--- src/rtl/axi_bridge_pkg.sv ---
// rtl/axi_bridge_pkg.sv - shared AXI constants, ids and FSM state types for axi_bridge
package axi_bridge_pkg;

  localparam logic [7:0] AXI_LEN_SINGLE  = 8'd0;
  localparam logic [1:0] AXI_BURST_INCR  = 2'b01;
  localparam logic [1:0] AXI_LOCK_NORMAL = 2'b00;
  localparam logic [3:0] AXI_CACHE_NONE  = 4'b0000;
  localparam logic [2:0] AXI_PROT_NONE   = 3'b000;

  localparam int ARID_INST = 0;
  localparam int ARID_DATA = 1;
  localparam int AWID      = 1;

  typedef enum logic {
    AR_IDLE,
    AR_SEND
  } ar_state_t;

  typedef enum logic [1:0] {
    W_IDLE,
    W_SEND,
    W_RESP
  } w_state_t;

  // sram-like size (bytes = 1 << size) maps directly onto AXI size
  function automatic logic [2:0] axi_size(input logic [1:0] sram_size);
    return {1'b0, sram_size};
  endfunction

endpackage

--- src/rtl/axi_bridge_wr.sv ---
// rtl/axi_bridge_wr.sv - data-port write engine: write FSM plus AW, W and B channels
module axi_bridge_wr #(
  parameter int AXI_ID_W = 4
) (
  input  logic                clk,
  input  logic                reset,
  input  logic                start,
  input  logic [31:0]         addr,
  input  logic [1:0]          size,
  input  logic [3:0]          wstrb_in,
  input  logic [31:0]         wdata_in,
  output logic                idle,
  output logic                data_ok,
  output logic [AXI_ID_W-1:0] awid,
  output logic [31:0]         awaddr,
  output logic [7:0]          awlen,
  output logic [2:0]          awsize,
  output logic [1:0]          awburst,
  output logic [1:0]          awlock,
  output logic [3:0]          awcache,
  output logic [2:0]          awprot,
  output logic                awvalid,
  input  logic                awready,
  output logic [AXI_ID_W-1:0] wid,
  output logic [31:0]         wdata,
  output logic [3:0]          wstrb,
  output logic                wlast,
  output logic                wvalid,
  input  logic                wready,
  input  logic [AXI_ID_W-1:0] bid,
  input  logic [1:0]          bresp,
  input  logic                bvalid,
  output logic                bready
);
  import axi_bridge_pkg::*;

  w_state_t    state, state_next;
  logic        aw_pend, w_pend;
  logic        aw_clear, w_clear;
  logic [31:0] addr_q, wdata_q;
  logic [3:0]  wstrb_q;
  logic [1:0]  size_q;
  logic        unused_wr;

  assign idle     = (state == W_IDLE);
  assign awvalid  = (state == W_SEND) && aw_pend;
  assign wvalid   = (state == W_SEND) && w_pend;
  assign aw_clear = !aw_pend || awready;
  assign w_clear  = !w_pend || wready;
  assign data_ok  = (state == W_RESP) && bvalid;
  assign bready   = 1'b1;

  assign awid    = AXI_ID_W'(AWID);
  assign awaddr  = addr_q;
  assign awlen   = AXI_LEN_SINGLE;
  assign awsize  = axi_size(size_q);
  assign awburst = AXI_BURST_INCR;
  assign awlock  = AXI_LOCK_NORMAL;
  assign awcache = AXI_CACHE_NONE;
  assign awprot  = AXI_PROT_NONE;
  assign wid     = AXI_ID_W'(AWID);
  assign wdata   = wdata_q;
  assign wstrb   = wstrb_q;
  assign wlast   = 1'b1;

  // write response status and id carry nothing the sram-like port can report
  assign unused_wr = ^{bid, bresp};

  // write FSM state register
  always_ff @(posedge clk or posedge reset) begin
    if (reset) state <= W_IDLE;
    else       state <= state_next;
  end

  // write FSM next state: leave SEND once both AW and W have handshaken
  always_comb begin
    state_next = state;
    case (state)
      W_IDLE:  if (start) state_next = W_SEND;
      W_SEND:  if (aw_clear && w_clear) state_next = W_RESP;
      W_RESP:  if (bvalid) state_next = W_IDLE;
      default: state_next = W_IDLE;
    endcase
  end

  // AW and W each drop independently on their own handshake
  always_ff @(posedge clk or posedge reset) begin
    if (reset) begin
      aw_pend <= 1'b0;
      w_pend  <= 1'b0;
    end else if (start && idle) begin
      aw_pend <= 1'b1;
      w_pend  <= 1'b1;
    end else begin
      if (awvalid && awready) aw_pend <= 1'b0;
      if (wvalid && wready)   w_pend  <= 1'b0;
    end
  end

  // write payload captured together with the request
  always_ff @(posedge clk or posedge reset) begin
    if (reset) begin
      addr_q  <= '0;
      size_q  <= '0;
      wstrb_q <= '0;
      wdata_q <= '0;
    end else if (start && idle) begin
      addr_q  <= addr;
      size_q  <= size;
      wstrb_q <= wstrb_in;
      wdata_q <= wdata_in;
    end
  end

endmodule

--- src/rtl/axi_bridge.sv ---
// rtl/axi_bridge.sv - dual sram-like to AXI bridge; BRIDGE_RD_ID_SPLIT_EN enables concurrent rid-routed reads
module axi_bridge #(
  parameter int AXI_ID_W   = 4,
  parameter int RD_LAT_MAX = 255
) (
  input  logic                clk,
  input  logic                reset,
  input  logic                inst_sram_req,
  input  logic                inst_sram_wr,
  input  logic [1:0]          inst_sram_size,
  input  logic [31:0]         inst_sram_addr,
  input  logic [3:0]          inst_sram_wstrb,
  input  logic [31:0]         inst_sram_wdata,
  output logic                inst_sram_addr_ok,
  output logic                inst_sram_data_ok,
  output logic [31:0]         inst_sram_rdata,
  input  logic                data_sram_req,
  input  logic                data_sram_wr,
  input  logic [1:0]          data_sram_size,
  input  logic [31:0]         data_sram_addr,
  input  logic [3:0]          data_sram_wstrb,
  input  logic [31:0]         data_sram_wdata,
  output logic                data_sram_addr_ok,
  output logic                data_sram_data_ok,
  output logic [31:0]         data_sram_rdata,
  output logic [AXI_ID_W-1:0] arid,
  output logic [31:0]         araddr,
  output logic [7:0]          arlen,
  output logic [2:0]          arsize,
  output logic [1:0]          arburst,
  output logic [1:0]          arlock,
  output logic [3:0]          arcache,
  output logic [2:0]          arprot,
  output logic                arvalid,
  input  logic                arready,
  input  logic [AXI_ID_W-1:0] rid,
  input  logic [31:0]         rdata,
  input  logic [1:0]          rresp,
  input  logic                rlast,
  input  logic                rvalid,
  output logic                rready,
  output logic [AXI_ID_W-1:0] awid,
  output logic [31:0]         awaddr,
  output logic [7:0]          awlen,
  output logic [2:0]          awsize,
  output logic [1:0]          awburst,
  output logic [1:0]          awlock,
  output logic [3:0]          awcache,
  output logic [2:0]          awprot,
  output logic                awvalid,
  input  logic                awready,
  output logic [AXI_ID_W-1:0] wid,
  output logic [31:0]         wdata,
  output logic [3:0]          wstrb,
  output logic                wlast,
  output logic                wvalid,
  input  logic                wready,
  input  logic [AXI_ID_W-1:0] bid,
  input  logic [1:0]          bresp,
  input  logic                bvalid,
  output logic                bready,
  output logic                rd_timeout
);
  import axi_bridge_pkg::*;

  localparam int CW = (RD_LAT_MAX < 1) ? 1 : $clog2(RD_LAT_MAX + 1);
  localparam logic [CW-1:0] LAT_MAX = CW'(RD_LAT_MAX);

  ar_state_t   ar_state, ar_next;
  logic        ar_id_q;
  logic [31:0] ar_addr_q;
  logic [1:0]  ar_size_q;
  logic        ar_idle, ar_hs, rd_gate;
  logic        inst_rd_take, data_rd_take, data_wr_take;
  logic        inst_rd_busy, data_rd_busy, data_busy;
  logic        inst_rd_wait, data_rd_wait;
  logic        inst_rsp, data_rsp;
  logic [CW-1:0] inst_cnt, data_cnt;
  logic        wr_idle, wr_data_ok;
  logic        unused_top;

  assign ar_idle   = (ar_state == AR_IDLE);
  assign ar_hs     = arvalid && arready;
  assign data_busy = data_rd_busy || !wr_idle;

`ifdef BRIDGE_RD_ID_SPLIT_EN
  assign rd_gate  = ar_idle;
  assign inst_rsp = rvalid && inst_rd_wait && (rid == AXI_ID_W'(ARID_INST));
  assign data_rsp = rvalid && data_rd_wait && (rid == AXI_ID_W'(ARID_DATA));
  assign arid     = ar_id_q ? AXI_ID_W'(ARID_DATA) : AXI_ID_W'(ARID_INST);
`else
  // single read in flight and none while a write is active; the wait flags name the owner
  assign rd_gate  = ar_idle && !inst_rd_busy && !data_rd_busy && wr_idle;
  assign inst_rsp = rvalid && inst_rd_wait;
  assign data_rsp = rvalid && data_rd_wait;
  assign arid     = AXI_ID_W'(ARID_INST);
`endif

  // data port wins the read address slot when both ports ask in the same cycle
  assign data_rd_take = data_sram_req && !data_sram_wr && !data_busy && rd_gate;
  assign data_wr_take = data_sram_req && data_sram_wr && !data_busy && wr_idle;
  assign inst_rd_take = inst_sram_req && !inst_sram_wr && !inst_rd_busy && rd_gate && !data_rd_take;

  assign inst_sram_addr_ok = inst_rd_take;
  assign data_sram_addr_ok = data_rd_take || data_wr_take;
  assign inst_sram_data_ok = inst_rsp;
  assign data_sram_data_ok = data_rsp || wr_data_ok;
  assign inst_sram_rdata   = rdata;
  assign data_sram_rdata   = rdata;

  assign arvalid = (ar_state == AR_SEND);
  assign araddr  = ar_addr_q;
  assign arlen   = AXI_LEN_SINGLE;
  assign arsize  = axi_size(ar_size_q);
  assign arburst = AXI_BURST_INCR;
  assign arlock  = AXI_LOCK_NORMAL;
  assign arcache = AXI_CACHE_NONE;
  assign arprot  = AXI_PROT_NONE;
  assign rready  = 1'b1;

  // the instruction port never writes; read status and rlast carry nothing useful here
  assign unused_top = ^{inst_sram_wstrb, inst_sram_wdata, rresp, rlast, rid};

  // read-address FSM state register
  always_ff @(posedge clk or posedge reset) begin
    if (reset) ar_state <= AR_IDLE;
    else       ar_state <= ar_next;
  end

  // read-address FSM next state: one captured request per AR handshake
  always_comb begin
    ar_next = ar_state;
    case (ar_state)
      AR_IDLE: if (inst_rd_take || data_rd_take) ar_next = AR_SEND;
      AR_SEND: if (arready) ar_next = AR_IDLE;
      default: ar_next = AR_IDLE;
    endcase
  end

  // AR payload registered at capture so arvalid never waits on a combinational request
  always_ff @(posedge clk or posedge reset) begin
    if (reset) begin
      ar_id_q   <= 1'b0;
      ar_addr_q <= '0;
      ar_size_q <= '0;
    end else if (inst_rd_take || data_rd_take) begin
      ar_id_q   <= data_rd_take;
      ar_addr_q <= data_rd_take ? data_sram_addr : inst_sram_addr;
      ar_size_q <= data_rd_take ? data_sram_size : inst_sram_size;
    end
  end

  // per-port read tracking: busy from capture to data_ok, waiting from AR handshake to response
  always_ff @(posedge clk or posedge reset) begin
    if (reset) begin
      inst_rd_busy <= 1'b0;
      data_rd_busy <= 1'b0;
      inst_rd_wait <= 1'b0;
      data_rd_wait <= 1'b0;
    end else begin
      if (inst_rd_take)          inst_rd_busy <= 1'b1;
      else if (inst_rsp)         inst_rd_busy <= 1'b0;
      if (data_rd_take)          data_rd_busy <= 1'b1;
      else if (data_rsp)         data_rd_busy <= 1'b0;
      if (ar_hs && !ar_id_q)     inst_rd_wait <= 1'b1;
      else if (inst_rsp)         inst_rd_wait <= 1'b0;
      if (ar_hs && ar_id_q)      data_rd_wait <= 1'b1;
      else if (data_rsp)         data_rd_wait <= 1'b0;
    end
  end

  // read latency counters saturate at the limit; timeout latches until reset
  always_ff @(posedge clk or posedge reset) begin
    if (reset) begin
      inst_cnt   <= '0;
      data_cnt   <= '0;
      rd_timeout <= 1'b0;
    end else begin
      if (ar_hs && !ar_id_q)
        inst_cnt <= '0;
      else if (inst_rd_wait && !inst_rsp && inst_cnt != LAT_MAX)
        inst_cnt <= inst_cnt + 1'b1;
      if (ar_hs && ar_id_q)
        data_cnt <= '0;
      else if (data_rd_wait && !data_rsp && data_cnt != LAT_MAX)
        data_cnt <= data_cnt + 1'b1;
      if ((inst_rd_wait && !inst_rsp && inst_cnt == LAT_MAX) ||
          (data_rd_wait && !data_rsp && data_cnt == LAT_MAX))
        rd_timeout <= 1'b1;
    end
  end

  axi_bridge_wr #(.AXI_ID_W(AXI_ID_W)) u_wr (
    .clk      (clk),
    .reset    (reset),
    .start    (data_wr_take),
    .addr     (data_sram_addr),
    .size     (data_sram_size),
    .wstrb_in (data_sram_wstrb),
    .wdata_in (data_sram_wdata),
    .idle     (wr_idle),
    .data_ok  (wr_data_ok),
    .awid     (awid),
    .awaddr   (awaddr),
    .awlen    (awlen),
    .awsize   (awsize),
    .awburst  (awburst),
    .awlock   (awlock),
    .awcache  (awcache),
    .awprot   (awprot),
    .awvalid  (awvalid),
    .awready  (awready),
    .wid      (wid),
    .wdata    (wdata),
    .wstrb    (wstrb),
    .wlast    (wlast),
    .wvalid   (wvalid),
    .wready   (wready),
    .bid      (bid),
    .bresp    (bresp),
    .bvalid   (bvalid),
    .bready   (bready)
  );

endmodule

--- config.mk ---
export PLATFORM = sky130hd
export DESIGN_NAME = axi_bridge
export DESIGN_NICKNAME = d
export VERILOG_FILES = /design/src/rtl/axi_bridge_pkg.sv /design/src/rtl/axi_bridge_wr.sv /design/src/rtl/axi_bridge.sv
export SDC_FILE = /design/constraint.sdc
export NUM_CORES = 1
export LEC_CHECK = 0
export BUFFER_PORTS_ARGS = -buffer_cell sky130_fd_sc_hd__buf_2
export CAP_MARGIN = 25
export CELL_PAD_IN_SITES_DETAIL_PLACEMENT = 0
export CELL_PAD_IN_SITES_GLOBAL_PLACEMENT = 1
export CORE_AREA = 2 2 165 167
export DETAILED_ROUTE_END_ITERATION = 10
export DIE_AREA = 0 0 167 169
export GPL_TIMING_DRIVEN = 0
export HOLD_SLACK_MARGIN = 0.1
export PLACE_DENSITY = 0.66
export SLEW_MARGIN = 0
export SYNTH_ARGS = -nofsm -noshare
export SYNTH_HDL_FRONTEND = slang
export SYNTH_SLANG_ARGS = --single-unit
--- constraint.sdc ---
create_clock -name clk -period 11.3 [get_ports clk]
set_clock_uncertainty 0.2 [all_clocks]
set_input_delay 1.695 -clock clk [delete_from_list [all_inputs] [get_ports clk]]
set_output_delay 1.695 -clock clk [all_outputs]
set_load 0.05 [all_outputs]
* Word level (Yosys, flattened, before mapping)
Index checks and enable logic that the tools add are counted.
** Cells by class
- Add/subtract/negate cells :: 2
- Equal/unequal tests :: 9
- Multiplexer cells :: 23
- Bitwise gates (word level) :: 1
- Reduce and logical (&&, ||, !) cells :: 60
** Operator list (count)
- 32-bit two-way mux :: 1
- 8-bit two-way mux :: 4
- 1-bit logical AND :: 31
- 8-bit by 1-bit adder with 8-bit output (second input constant) :: 2
- 8-bit equality test (second input constant) :: 2
- 8-bit != test (second input constant) :: 2
- 2-bit nonzero test :: 8
- 1-bit logical NOT :: 12
- 1-bit two-way mux :: 12
- 2-bit two-way mux :: 4
- 1-bit logical OR :: 7
- 2-bit != test (second input constant) :: 3
- 2-bit case mux with 3 select lines :: 1
- 3-bit AND reduction :: 1
- 2-bit by 1-bit equality test with 1-bit output (second input constant) :: 1
- 2-bit equality test (second input constant) :: 1
- 2-bit logical NOT :: 1
- 1-bit case mux with 2 select lines :: 1
- 1-bit inverter :: 1
** Storage, ports and cells
- Flip-flop bits (word level) :: 131
- Output and inout bits :: 231
- Logic and storage cells :: 113

* Logic depth before layout (Yosys ltp)
Gate-level depths: netlist of the first run.
- Depth after elaboration :: 11
- Mapped depth :: 6
- Depth with buffers taken out :: 4

* Hierarchy
A second synthesis of the first run with hierarchy kept.
** Second synthesis, totals
- Cells, all modules :: 603
- Area total of the unflattened synthesis :: 6764.0 µm²
** Modules (own cells, without submodules)
- axi_bridge_wr :: times used 1, cells each 203, area an instance 3387.0 µm², sequential area each 1851.8 µm²
- axi_bridge :: times used 1, cells each 400, area an instance 3377.0 µm², sequential area each 1426.4 µm²

* Worst setup path after synthesis of the first run
OpenSTA, ideal clock, no wires.
- Path kind :: input port to output port
- From :: in data_sram_req
- To :: out inst_sram_addr_ok
- Arrival :: 3.453 ns
- Setup slack :: 5.952 ns
- Stages on the path :: 5
- Cell sequence :: clkbuf_1 nor2b_1 buf_2 buf_1 nor3_1
** On the way
- Word-level cells in the longest chain between the ends :: 5
** Ends and longest elaborated chain
- start, declared :: RTL line axi_bridge.sv:17 : input logic data_sram_req,
- 1-bit logical AND (3 in a row) :: RTL line axi_bridge.sv:100 : assign data_rd_take = data_sram_req && !data_sram_wr && !data_busy && rd_gate;
- 1-bit logical NOT :: RTL line axi_bridge.sv:102 : assign inst_rd_take = inst_sram_req && !inst_sram_wr && !inst_rd_busy && rd_gate && !data_rd_take;
- 1-bit logical AND :: RTL line axi_bridge.sv:102
- end, declared :: RTL line axi_bridge.sv:14 : output logic inst_sram_addr_ok,
No other way between the ends.

* Worst setup path in the final report of the first run
Ends and elaborated chain as after synthesis.

==> results.cfg, run 1 <==
[clock_tree]
tritoncts = done
clock_latency_ns = 0.41
post_cts_buffers = 0
clk_pin_slew_worst_paths_ns = 0.06
cts_inserted_buffers = 17
cts_sinks = 131
cts-resized-gates = 0
htree_levels = 4
hold_buffers = 0
cts-root-buf = clkbuf_16
cts_buffer_depth = 2

[routing]
drtIter0Drc = 269
viasPerCell = 4.21
postRouteAntennaNets = 0
drc = 0
wl_per_cell_um = 16.3
first_pass_iters = 4
routed_wl_mm = 21.1
vias = 5455

[placed_design]
hpwl_mm = 16.1
numPortBuffers = 288
gp_congestion = 0.785
pre_cts_ws_ns = 5.90

[cells_and_area]
nets = 1140
seqCellArea_mm2 = 0.00328
fill_cells = 2713
drive_above_1_share_pct = 61.7
area_growth_pct = 39.4
multi_input_area_mm2 = 0.00278

[synth]
synth_cell_types = 52
yosysSeqAreaShare_pct = 47.1
avgSynthCellArea_um2 = 12.0
muxShareOfSynthArea_pct = 12.2
async_flop_share_pct = 100
synth_area_mm2 = 0.00696
synth-edff-count = 0
netlist_instances = 581
synth.top_cell.area_share_pct = 47.1
yosys.area_share.adder_pct = 0.360
ys_ff_latch = 131
yosysWarnings = 0
synthSimpleGateAreaFrac_pct = 9.81
synth_compound_area_share_pct = 14.6
synth.largest_area_cell = dfrtp_1
synth-xor-area-share_pct = 0
synth_top_family_by_area = buffers and inverters
synthTopCellsByArea = dfrtp_1, buf_4, mux2_2, a2bb2oi_2, or3b_2
synth_flop_cell = dfrtp_1

[floorplan]
die_h_um = 169
die_w_um = 167
placementRows = 60
core_area_mm2 = 0.0265
start_util_pct = 26.3
num_io_pins = 427
die_area_mm2 = 0.0282

[grt]
grt_util_met1_pct = 19.0
use_met2_pct = 23.6
grt_use_total_pct = 14.4
grt_use_met3_pct = 3.97
grt_max_degree = 84
antenna_found_initial = 2
grt_pass1_vias = 5331
overflow = 0
grt-busiest-layer = met2
grt_pass1_wl_mm = 31.5

[timing]
period_needed_ns = 5.34
hold_viol = 0
max_freq_ghz = 0.187
drv_slew = 0
fin_crit_sh_pct = 47.2
fin_ws_ns = 5.96
tns_ns = 0
tightest_slew_ns = 0.733
setup_viol = 0
relSlewSlack_pct = 51.1
rsz0062_at_grt = no

[worst_setup_path]
path_class = primary input to primary output
start_kind = primary input
cp_max_fo = 10
crit_path_end_kind = primary output
required_ns = 9.41
cp_data_arrival_time_ns = 3.44

[pwr]
switching_share_pct = 49.3
pwr-share-clk_pct = 20.6
intPower_uw = 1510
combPwrFrac_pct = 52.2
power_density_mw_per_mm2 = 308
seq_power_share_pct = 27.1
p_total_uw = 2990
p_leak_uw = 0.00480
peakVddDrop_mv = 0.152
switching_power_uw = 1470

[status]
status = finished, final reports clean

[flow_run]
max_cap_viol_count = 0

[hold_path]
hold_path_class = register to register
## power groups by stage
stage	Combinational, uW	Clock, uW	Sequential (uW)
after floorplan	542	0	1480
after detailed placement	1580	0	820
final	1560	616	810
after global routing	1640	653	841
after CTS	1580	634	813
after global placement	1570	0	813
## kinds of logic (layout without fill, tap and decap cells)
logic type,count (synthesis),count (layout)
buffers and inverters,163,484
DFF,131,131
AOI/OAI and AO/OA,104,104
and+or+nand+nor,103,103
muxes,76,76
adders and majority gates,2,2
other,2,56
## registers in the layout, indices dropped and copies added (netlist names), 2 cells and up
register and cells:
ar_size_q 2, data_cnt 8, u_wr.state 2, inst_cnt 8, u_wr.awaddr 32, araddr 32
u_wr.wstrb 4, u_wr.wdata 32, u_wr.size_q 2
## layer usage
layer / wire, um / part of all wire [%]
met5: 13 / 0.062
met4: 203 / 0.96
met3: 1420 / 6.7
met2: 10200 / 48
met1: 9260 / 44
## layout make-up
class,count,share of cell area (%)
Timing Repair Buffer,289,15.1
Clock inverter,15,2.24
Clock buffer,17,4.38
Multi-Input combinational cell,340,28.6
Antenna cell,1,0.0258
Tap cell,341,4.40
Inverter,11,0.477
Sequential cell,131,33.8
Buffer,152,10.9
## critical path, cell delays in order
cell and delay [ns]:
clkbuf_1 0.36, nor2b_1 0.18, buf_2 0.26, buf_1 0.57, nor3_1 0.11, buf_2 0.25
## synthesized netlist by cell type, types with 6 or more instances
| library cell | instances |
|---|---|
| nor3_1 | 7 |
| a2bb2oi_2 | 29 |
| inv_1 | 11 |
| or3b_2 | 34 |
| nand2b_1 | 9 |
| mux2_2 | 65 |
| buf_4 | 119 |
| o31ai_1 | 34 |
| dfrtp_1 | 131 |
| buf_2 | 11 |
| mux2i_1 | 6 |
| nand2_1 | 18 |
| clkbuf_1 | 16 |
## worst paths after layout
| kind | depth (start not counted) | start | end | slack (ns) |
|---|---|---|---|---|
| worst max-delay path | 6 | data_sram_req | inst_sram_addr_ok | 5.96 |
| worst min-delay path | 1 | u_wr.awaddr[27]$_DFFE_PP0P_ | u_wr.awaddr[27]$_DFFE_PP0P_ | 0.28 |
| worst max register to register | 5 | u_wr.state[0]$_DFFE_PP0P_ | u_wr.awaddr[24]$_DFFE_PP0P_ | 8.98 |
| worst min register to register | 1 | u_wr.awaddr[27]$_DFFE_PP0P_ | u_wr.awaddr[27]$_DFFE_PP0P_ | 0.28 |
| max in group asynchronous | 3 | reset | inst_rd_wait$_DFFE_PP0P_ | 8.98 |
| min in group asynchronous | 2 | reset | u_wr.wdata[12]$_DFFE_PP0P_ | 1.12 |
## layout by cell type (no fill, tap or decap), types with 4 or more instances in the layout
| master | count |
|---|---|
| a211oi_1 | 4 |
| conb_1 | 55 |
| inv_1 | 10 |
| clkbuf_1 | 16 |
| nand2b_1 | 9 |
| o21ai_0 | 4 |
| inv_6 | 8 |
| mux2i_1 | 6 |
| or3b_2 | 34 |
| a2bb2oi_1 | 5 |
| mux2_1 | 5 |
| nor2_1 | 5 |
| mux2_2 | 65 |
| nand3_1 | 5 |
| a21oi_1 | 5 |
| nor3_1 | 7 |
| clkbuf_16 | 17 |
| buf_6 | 4 |
| nand2_1 | 18 |
| dfrtp_1 | 131 |
| o31ai_1 | 34 |
| a31oi_1 | 5 |
| buf_2 | 299 |
| a2bb2oi_2 | 29 |
| buf_4 | 119 |
| bufinv_16 | 4 |
## through the flow
stage / hold WS, ns / util (%) / cell area [um2] / instances
floorplan: 0.241 / - / 7160 / 634
global placement: 0.267 / 34.1 / 9030 / 1263
detailed placement: 0.275 / 34.2 / 9060 / 1264
CTS: 0.290 / 36.6 / 9700 / 1296
global route: 0.300 / 36.6 / 9700 / 1296
finish: 0.282 / 36.6 / 9710 / 1297
(Power assumes the default switching activity.)
==> inputs of run 2 (changes only) <==
--- a/config.mk
+++ b/config.mk
@@ -5,6 +5,7 @@
 export SDC_FILE = /design/constraint.sdc
 export NUM_CORES = 1
 export LEC_CHECK = 0
+export ABC_AREA = 1
 export BUFFER_PORTS_ARGS = -buffer_cell sky130_fd_sc_hd__buf_2
 export CAP_MARGIN = 25
 export CELL_PAD_IN_SITES_DETAIL_PLACEMENT = 0
@@ -14,7 +15,7 @@
 export DIE_AREA = 0 0 167 169
 export GPL_TIMING_DRIVEN = 0
 export HOLD_SLACK_MARGIN = 0.1
-export PLACE_DENSITY = 0.66
+export PLACE_DENSITY = 0.69
 export SLEW_MARGIN = 0
 export SYNTH_ARGS = -nofsm -noshare
 export SYNTH_HDL_FRONTEND = slang
==> constraint.sdc (replaced) <==
create_clock -name clk -period 5.6 [get_ports clk]
set_clock_uncertainty 0.2 [all_clocks]
set_input_delay 0.84 -clock clk [delete_from_list [all_inputs] [get_ports clk]]
set_output_delay 0.84 -clock clk [all_outputs]
set_load 0.05 [all_outputs]
==> run 2 against run 1 <==
Against the previous run: sequential share of layout area rose by 0.68 points; largest power group unchanged; first-iteration DRC count increased by 14%; sequential power rose by 94%; final cell count up 18%; die area stayed put; critical path type unchanged; routed wire length grew 6.4%; clock power rose by 100%.
==> results.cfg, run 2 <==
[worst_setup_path]
required_ns = 4.56
start_kind = primary input
crit_path_cell_trace = buf_2, inv_1, nand2_2, inv_1, nand2_2, buf_2, nand2_1, inv_1, buf_2
cpMaxStageDelayCell = buf_2
path_class = primary input to primary output
cp_data_arrival_time_ns = 2.34
crit_path_end_kind = primary output
cp_max_fo = 10
rr_endpoint = araddr[20]$_DFFE_PP0P_
r2r_slack_ns = 3.74
cp_slowest_stage_delay_ns = 0.30
ff2ff_path_depth = 7
r2r_start = arvalid$_DFF_PP0_

[clock_tree]
hold_buffers = 0
cts-resized-gates = 0
post_cts_buffers = 0
clock_latency_ns = 0.41
cts_buffer_depth = 2
tritoncts = done
cts_inserted_buffers = 17
cts-root-buf = clkbuf_16
clk_pin_slew_worst_paths_ns = 0.06
cts_sinks = 131
htree_levels = 4

[synth]
avgSynthCellArea_um2 = 8.25
ys_ff_latch = 131
synth_cell_types = 29
ys_top_cells_by_count = nand2_1, nand3_1, dfrtp_1
synth-edff-count = 0
synthTopCellsByArea = dfrtp_1, nand2_1, buf_4, nand3_1, buf_2
synth_area_mm2 = 0.00676
async_flop_share_pct = 100
synth_flop_cell = dfrtp_1
yosysSeqAreaShare_pct = 48.5
synth.top_cell.area_share_pct = 48.5
netlist_instances = 819
synth_most_common_cell = nand2_1
yosysWarnings = 0
synth.largest_area_cell = dfrtp_1

[routing]
viasPerCell = 4.10
first_pass_iters = 4
postRouteAntennaNets = 0
drc = 0
drtIter0Drc = 307
wl_per_cell_um = 14.6
routed_wl_mm = 22.5
vias = 6287

[pwr]
p_leak_uw = 0.00547
peakVddDrop_mv = 0.249
power_density_mw_per_mm2 = 595

[timing]
drv_slew = 0
setup_viol = 0
whs_ns = 0.264
fin_crit_sh_pct = 60.3
max_freq_ghz = 0.296
period_needed_ns = 3.38
relSlewSlack_pct = 58.4
tns_ns = 0
tightest_slew_ns = 0.625
hold_viol = 0
rsz0062_at_grt = no

[floorplan]
die_h_um = 169
core_area_mm2 = 0.0265
num_io_pins = 427
die_area_mm2 = 0.0282
placementRows = 60
die_w_um = 167
start_util_pct = 25.5

[status]
status = finished, final reports clean

[cells_and_area]
layout_common_cells = buf_2, nand2_1, nand3_1
antenna_cells = 0
drive_above_1_share_pct = 40.7
area_growth_pct = 40.8
final_cell_count_no_fill = 1534
design_area_mm2 = 0.00952
final_util_pct = 35.9
final_common_cell = buf_2
nets = 1379

[placed_design]
numPortBuffers = 289
hpwl_mm = 17.5
dpl-instance-area_mm2 = 0.00886
place_inst = 1503
gp_congestion = 0.805

[hold_path]
hold_depth = 2
hold_end = u_wr.awaddr[11]$_DFFE_PP0P_
hp-start = u_wr.awaddr[11]$_DFFE_PP0P_
hold_path_class = register to register

[flow_run]
max_cap_viol_count = 0

[grt]
antenna_found_initial = 0
grt_use_total_pct = 15.6
overflow = 0
grt_max_degree = 69
grt_pass1_vias = 5852
grt_pass1_wl_mm = 34.0
run 2: critical path: cells and delay by family:
kind	cells	cell delay (ns)
AND/OR/NAND/NOR	3	0.42
buffers and inverters	6	1.04
run 2: area by class of cell:
class	count	area, um2
multi-input cells	556	2450
well taps	341	427
plain buffers	156	1110
clock inverters	14	225
inverters	29	116
repair buffers	290	1470
clock buffers	17	425
flip-flops and latches	131	3280
fillers	2888	17000
run 2: routing by layer:
layer	GRT usage [%]	vias to the layer above	part of all wire, %
met5	0	-	0
met4	3.26	0	0.76
met3	4.65	11	6.7
met2	26.1	204	49
met1	20.1	2901	44
li1	-	3171	-
run 2: how the worst max path moves through the flow:
stage,startpoint,cells after the start,end
finish,data_sram_wr,9,inst_sram_addr_ok
global route,data_sram_wr,9,inst_sram_addr_ok
CTS,data_sram_wr,9,inst_sram_addr_ok
detailed placement,data_sram_wr,9,inst_sram_addr_ok
global placement,reset,2,u_wr.wdata[27]$_DFFE_PP0P_
floorplan,reset,1,ar_id_q$_DFFE_PP0P_
run 2: cells by family after synthesis:
family / synth area share (%)
AO/OA/AOI/OAI: 1.57
other: 0.111
AND/OR/NAND/NOR: 31.2
multiplexers: 0.148
flip-flops: 48.5
buffers and inverters: 18.1
adder cells (fa/ha/maj): 0.370
run 2: power breakdown:
| part | internal, uW | total, uW | switching [uW] |
|---|---|---|---|
| logic | 637 | 2840 | 2200 |
| clock network | 796 | 1260 | 462 |
| registers | 1340 | 1570 | 225 |
| total | 2780 | 5660 | 2890 |
run 2: stage by stage:
stage / worst slack, ns / power, uW
final: 2.22 / 5660
after floorplan: 1.06 / 3720
after detailed placement: 2.14 / 4460
after global placement: -0.951 / 4440
after global routing: 2.06 / 5990
after CTS: 2.15 / 5750
